===== config.mk =====
export PLATFORM = sky130hd
export DESIGN_NAME = if_id_buf
export DESIGN_NICKNAME = d
export VERILOG_FILES = /design/src/rtl/if_id_buf.sv
export SDC_FILE = /design/constraint.sdc
export NUM_CORES = 1
export LEC_CHECK = 0
export CAP_MARGIN = 20
export CORE_ASPECT_RATIO = 1.75
export CORE_MARGIN = 2
export CORE_UTILIZATION = 49
export CTS_CLUSTER_DIAMETER = 120
export DETAILED_ROUTE_END_ITERATION = 16
export GPL_TIMING_DRIVEN = 0
export PLACE_DENSITY = 0.75
export SLEW_MARGIN = 20
export SYNTH_ARGS = -nofsm -noshare
export SYNTH_HDL_FRONTEND = slang
export SYNTH_SLANG_ARGS = --single-unit

===== constraint.sdc =====
create_clock -name clk -period 4.1 [get_ports clk]
set_input_delay 0.41 -clock clk [delete_from_list [all_inputs] [get_ports clk]]
set_output_delay 0.41 -clock clk [all_outputs]
set_load 0.01 [all_outputs]

===== src/rtl/if_id_buf.sv =====
// if_id_buf: show-ahead fetch FIFO between PC and decode; a push is visible at the head one cycle later.
// Full pushes are dropped (sticky ovf_o only with IF_ID_BUF_OVF_EN); stall_req_o asserts at DEPTH-1.
module if_id_buf #(
  parameter int ADDR_W = 6,
  parameter int INST_W = 32,
  parameter int DEPTH  = 4
) (
  input  logic              clk,
  input  logic              rst,
  input  logic [ADDR_W-1:0] pc_i,
  input  logic              ce_i,
  input  logic [INST_W-1:0] inst_i,
  input  logic              flush_i,
  input  logic              id_ready_i,
  output logic              id_valid_o,
  output logic [ADDR_W-1:0] id_pc_o,
  output logic [INST_W-1:0] id_inst_o,
  output logic              stall_req_o,
  output logic              ovf_o
);

  localparam int PTR_W = $clog2(DEPTH);
  localparam int CNT_W = PTR_W + 1;

  localparam logic [PTR_W-1:0] PTR_ONE    = PTR_W'(1);
  localparam logic [CNT_W-1:0] CNT_ONE    = CNT_W'(1);
  localparam logic [CNT_W-1:0] CNT_FULL   = CNT_W'(DEPTH);
  localparam logic [CNT_W-1:0] CNT_ALMOST = CNT_W'(DEPTH - 1);

  logic [ADDR_W-1:0] pc_mem   [DEPTH];
  logic [INST_W-1:0] inst_mem [DEPTH];

  logic [PTR_W-1:0] wr_ptr;
  logic [PTR_W-1:0] rd_ptr;
  logic [CNT_W-1:0] count;

  logic empty;
  logic full;
  logic pop;
  logic push;

  assign empty = (count == '0);
  assign full  = (count == CNT_FULL);

  // Pop depends only on stored state, so an entry pushed into an empty buffer cannot leave on the same edge.
  assign pop  = !empty && id_ready_i && !flush_i;
  assign push = ce_i && !flush_i && (!full || pop);

  always_ff @(posedge clk) begin
    if (rst) begin
      wr_ptr <= '0;
      rd_ptr <= '0;
      count  <= '0;
    end else if (flush_i) begin
      wr_ptr <= '0;
      rd_ptr <= '0;
      count  <= '0;
    end else begin
      if (push) begin
        wr_ptr <= wr_ptr + PTR_ONE;
      end
      if (pop) begin
        rd_ptr <= rd_ptr + PTR_ONE;
      end
      if (push && !pop) begin
        count <= count + CNT_ONE;
      end else if (pop && !push) begin
        count <= count - CNT_ONE;
      end
    end
  end

  // Storage is left unreset; the outputs are masked whenever count is zero.
  always_ff @(posedge clk) begin
    if (push && !rst) begin
      pc_mem[wr_ptr]   <= pc_i;
      inst_mem[wr_ptr] <= inst_i;
    end
  end

  assign id_valid_o  = !empty;
  assign id_pc_o     = empty ? '0 : pc_mem[rd_ptr];
  assign id_inst_o   = empty ? '0 : inst_mem[rd_ptr];
  assign stall_req_o = (count >= CNT_ALMOST);

`ifdef IF_ID_BUF_OVF_EN
  logic ovf;
  logic drop;

  assign drop = ce_i && !flush_i && full && !pop;

  // Sticky until reset; flush deliberately leaves it alone.
  always_ff @(posedge clk) begin
    if (rst) begin
      ovf <= 1'b0;
    end else if (drop) begin
      ovf <= 1'b1;
    end
  end

  assign ovf_o = ovf;
`else
  assign ovf_o = 1'b0;
`endif

endmodule


# Word-level counts from Yosys, hierarchy flattened
# Memories as Yosys holds them, arrays and structs flattened. A register that Yosys moved wholly into a read port is not among the register bits.
# Index checks and enable logic that the tools add are counted.
[totals] register_bits=7 ramBits=152 input_bits=43 out_inout_bits=41 elab_cells=38 memories=2
[op_classes] n_addsub=4 magnitude_cmp=1 eq_ne=1 mux=10 n_reduce_logical=17
[memory_table] memory="inst_mem" depth=4 word_bits=32 read_ports=1 rd_ports_with_merged_regs=1 write_ports=1 line="31" source="logic [INST_W-1:0] inst_mem [DEPTH];"
[memory_table] memory="pc_mem" depth=4 word_bits=6 read_ports=1 rd_ports_with_merged_regs=1 write_ports=1 line="30" source="logic [ADDR_W-1:0] pc_mem [DEPTH];"
[op_table] cell="two-way mux 32 bit" n=1
[op_table] cell="two-way mux 2 bit" n=4
[op_table] cell="logical AND 1 bit" n=7
[op_table] cell="logical NOT 1 bit" n=6
[op_table] cell="two-way mux 3 bit" n=2
[op_table] cell="two-way mux 6 bit" n=1
[op_table] cell="adder 2 x 1 -> 2 bit, second input constant" n=2
[op_table] cell="adder 3 x 1 -> 3 bit, second input constant" n=1
[op_table] cell="== test 3 bit, second input constant" n=1
[op_table] cell="greater-or-equal comparator 3 x 2 -> 1 bit, second input constant" n=1
[op_table] cell="logical NOT 3 bit" n=1
[op_table] cell="subtractor 3 x 1 -> 3 bit, second input constant" n=1
[op_table] cell="two-way mux 1 bit" n=2
[op_table] cell="nonzero test 2 bit" n=1
[op_table] cell="OR reduction 2 bit" n=1
[op_table] cell="logical OR 1 bit" n=1

# Longest topological paths before layout
[depth] ltp_word=10 depth_mapped=9 mapped_depth_nobuf=9

# Worst setup path after synthesis
# Ideal clock, no wire load.
[synth_path] path_kind="reg-to-reg" startpoint="register count[0]" endpoint="memory inst_mem[0][0], enable pin" setup_ns=0.489 arrival_ns=3.600 required_time_ns=3.611 path_slack_ns=0.012 path_stages_with_launch=4 path_buffers=0 period_less_slack_ns=4.088 path_cell_list="dfxtp_1 -> or4b_1 -> nand3_2 -> nor3b_1"
[synth_via] elab_chain_cells=9 word_cells_on_any_way=11 classes_between="1 x eq/ne; 2 x mux; 8 x reduce/logical"
[synth_rtl] element="from (decl)" line="35" source="logic [CNT_W-1:0] count;"
[synth_rtl] element="from (signal assigned)" line="66" source="count <= count + CNT_ONE;"
[synth_rtl] element="from (signal assigned)" line="68" source="count <= count - CNT_ONE;"
[synth_rtl] element="logical NOT 3 bit" line="42" source="assign empty = (count == '0);"
[synth_rtl] element="logical NOT 1 bit" line="46" source="assign pop = !empty && id_ready_i && !flush_i;"
[synth_rtl] element="logical AND 1 bit (2 in series)" line="46"
[synth_rtl] element="logical OR 1 bit *" line="47" source="assign push = ce_i && !flush_i && (!full || pop);"
[synth_rtl] element="logical AND 1 bit *" line="47"
[synth_rtl] element="logical AND 1 bit *" line="75" source="if (push && !rst) begin"
[synth_rtl] element="two-way mux 1 bit *" line="75"
[synth_rtl] element="two-way mux 1 bit (not written as such) *" line="77" source="inst_mem[wr_ptr] <= inst_i;"
[synth_rtl] element="to (decl)" line="31"
# Mark *: on every way between the ends. The rest lies on a longest branch, timed or not.

==> results.yml <==
outcome:
  run_status: "finished, final reports clean"
worst_setup_path:
  path_common_cell: "buf_2"
  setup.worst_path.start_class: "flip-flop"
  reg2reg_depth: 9
  regToRegStartpoint: "count[0]"
  flop2flop_setup_slack_ns: 1.51
  cp_data_required_time_ns: 3.69
  cp_max_fo: 10
  critPathSlowestCell: "clkdlybuf4s50_1"
  critical_path.endpoint_type: "primary output"
  criticalPathCategory: "flip-flop to primary output"
  arrival_time_of_the_worst_setup_path_ns: 2.35
  worst_reg2reg_endpoint: "count[2]"
  cp_slowest_stage_delay_ns: 0.48
  timing.critical_path.to: "id_inst_o[17]"
  critical_path.cell_chain: "buf_2, buf_2, mux4_2, and2_1, clkdlybuf4s50_1"
routing:
  via_count: 3121
  routed_via_density: 5.237
  route.detailed.drc: 0
  detail_route.iter0.violations: 165
  drt_wl_total_um: 11370
  post_drt_wl_per_cell_um: 19.07
  detail_route.first_pass.iterations: 4
  count_of_antenna_violating_nets_left_after_detailed_routing: 0
synth:
  fraction_of_synthesis_flops_using_an_asynchronous_set_or_reset_pin_pct: 0
  synthesis.instances: 295
  yosysWarningCount: 0
  synth_enable_flop_cells: 152
  dominantRegCellSynth: "edfxtp_1"
  post_synth_xor_area_fraction_pct: 0.5601
  most_instantiated_cells_after_synthesis: "152 x edfxtp_1, 38 x and2_1, 38 x mux4_2"
  synth_simple_gate_area_share_pct: 5.581
  synth.top_cells.by_area: "edfxtp_1 73%, mux4_2 14%, and2_1 3.8%"
  sequential_area_share_after_synthesis_pct: 75.86
  synth_top_family_by_area: "multiplexers"
  synth.mux.area_fraction_pct: 14.16
  post_synth_num_cell_types: 28
  synth.cell_area_um2: 6255
  synth_top_cell_by_area: "edfxtp_1"
  synth_compound_area_share_pct: 0.5401
  synth_area_in_adders_pct: 1.320
  yosys.area.top_type_share_pct: 72.97
  yosys.cell_count.top_type: "edfxtp_1"
  ffs_latches_synth: 161
  synthesized_area_divided_by_synthesized_cell_count_um2: 21.20
  syn_nets: 344
clocking:
  h-tree-depth: 4
  cts_setup_buffers: 0
  clockBufferDepth: 2
  cts.reportedPaths.clkPinSlew_ns: 0.06
  clock_buffers_created_by_tritoncts: 17
  cts_num_sinks: 161
  cts_resized: 0
  worst_skew_pair.late_latency_ns: 0.41
  root_buffer_cell: "clkbuf_16"
  cts.hold.buffers_added: 0
  tritoncts_clock_tree: "built"
die:
  floorplan.die.height_um: 153.5
  initial_utilization_pct: 50.04
  design.core.area_um2: 12500
  top_level_ports: 84
  die_footprint_um2: 13720
  die_width_um: 89.41
  rows: 54
sta:
  fmax_mhz: 362.0
  number_of_endpoints_with_negative_hold_slack_in_the_final_report: 0
  timing.final.setup_violations: 0
  maxSlewViolCount: 0
  worst_clock_skew_ns: 0.008690
  timing_worst_slew_pin_value_ns: 0.7119
  max-slew-margin-rel_pct: 52.33
  grt_setup_unrepaired: "no"
  timing.final.crit_share_pct: 67.37
  final.min_clock_period_ns: 2.762
  setup_tns_ns: 0
power_and_ir_drop:
  switching_power_mw: 0.7290
  ir_drop_v: 0.0002989
  clkPwrFrac_pct: 42.4
  seq_power_share_pct: 50.9
  power.density_cell_area_nw_per_um2: 443.5
  combinationalPowerShare_pct: 6.7
  power_report.internal_total_mw: 2.851
  power.share.switching_pct: 20.36
  power_mw: 3.580
  cellLeakagePower_nw: 2.650
finish:
  num_antenna_cells: 0
  final_non_filler_cell_total: 596
  synth_to_layout_area_growth_pct: 29.03
  final_layout_size_suffix_gt1_share_pct: 24.07
  final_core_util_pct: 64.56
  finalNetCount: 465
global_routing:
  grt_pass1_wl_um: 17870
  grt_overflow_total: 0
  grt_start_max_net_pins: 17
  vias_in_the_first_global_route: 3283
  grt.total_usage_pct: 18.17
  antenna_violations_before_repair: 0
placement:
  place_congestion: 0.7156
  dpl.cell_count: 565
  io_buffer_count: 82
  place.detailed.hpwl_um: 7934
flow_run:
  timing.max_cap.violations: 0
min_path:
  hold_path.class: "flip-flop to flip-flop"
-- state kept, by name, summed over array words and instances, names as in the netlist, named ones only --
register  flops
count         3
inst_mem    128
pc_mem       24
rd_ptr        2
wr_ptr        2
-- worst min-delay path by stage --
| stage | start | to | slack, ns | cells after the start |
|---|---|---|---|---|
| floorplan | wr_ptr[1] | wr_ptr[1] | 0.47 | 2 |
| global placement | wr_ptr[1] | wr_ptr[1] | 0.48 | 2 |
| detailed placement | wr_ptr[1] | wr_ptr[1] | 0.51 | 2 |
| CTS | wr_ptr[1] | wr_ptr[1] | 0.52 | 2 |
| global route | wr_ptr[0] | wr_ptr[0] | 0.56 | 2 |
| finish | wr_ptr[1] | wr_ptr[1] | 0.52 | 2 |
-- cell type report --
type / instances / area (µm²)
buffer: 14 / 101.3
clock inverter: 14 / 155.1
sequential: 161 / 4745
tap: 168 / 210.2
inverter: 5 / 18.77
fill: 865 / 4429
multi-input combinational: 115 / 1410
timing repair buffer: 102 / 1005
clock buffer: 17 / 425.4
-- layout by cell type, fill, tap and decap left out --
cell type	count
a21o_1	1
a21oi_1	1
and2_1	38
buf_12	2
buf_2	4
buf_4	12
buf_6	10
bufinv_16	2
clkbuf_1	6
clkbuf_16	17
clkdlybuf4s50_1	82
clkinv_2	1
clkinv_4	2
clkinvlp_4	5
conb_1	1
dfxtp_1	9
edfxtp_1	152
fa_1	1
ha_1	5
inv_1	5
inv_6	4
mux2i_1	3
mux4_2	38
nand2_1	4
nand3_1	1
nand3_2	1
nor2_1	6
nor3b_2	4
o21ai_0	1
o311ai_0	1
o31ai_1	1
or2_2	1
or3_1	2
or4b_1	1
xor2_1	4
-- metrics by stage --
step	setup WS, ns	hold slack [ns]	cell area [µm²]
5_1_grt	1.199	0.5597	8070
2_1_floorplan	0.01177	0.4709	6255
3_3_place_gp	-2.821	0.4813	7286
3_5_place_dp	1.206	0.5106	7490
4_1_cts	1.286	0.5188	8070
6_report	1.338	0.5157	8070
-- worst max-delay path: cells and delay by family, from the launching register on --
family | cells | cell delay [ns]
DFF | 1 | 0.32
muxes | 1 | 0.34
and+or+nand+nor | 1 | 0.19
buffers and inverters | 3 | 1.08
-- layer usage --
metal / up-vias / global-route usage (%) / share of wire (%)
met5: - / 0 / 0
met4: 0 / 6.112 / 1.3
met3: 11 / 5.508 / 3.7
met2: 73 / 30.41 / 55
met1: 1620 / 22.15 / 40
li1: 1417 / - / -
-- cell families after synthesis --
group,after synthesis
flip-flops,161
AND/OR/NAND/NOR,58
multiplexers,41
buffers and inverters,19
adder cells (fa/ha/maj),6
AO/OA/AOI/OAI,5
XOR/XNOR,4
other,1
-- power groups by stage --
stage | clock network [mW] | registers (mW) | logic, mW
after floorplan | 0 | 1.86 | 0.0994
after global placement | 0 | 1.86 | 0.230
after detailed placement | 0 | 1.86 | 0.242
after CTS | 1.55 | 1.82 | 0.244
after global routing | 1.60 | 1.82 | 0.259
final | 1.52 | 1.82 | 0.240
Power figures use the tool's default switching activity.
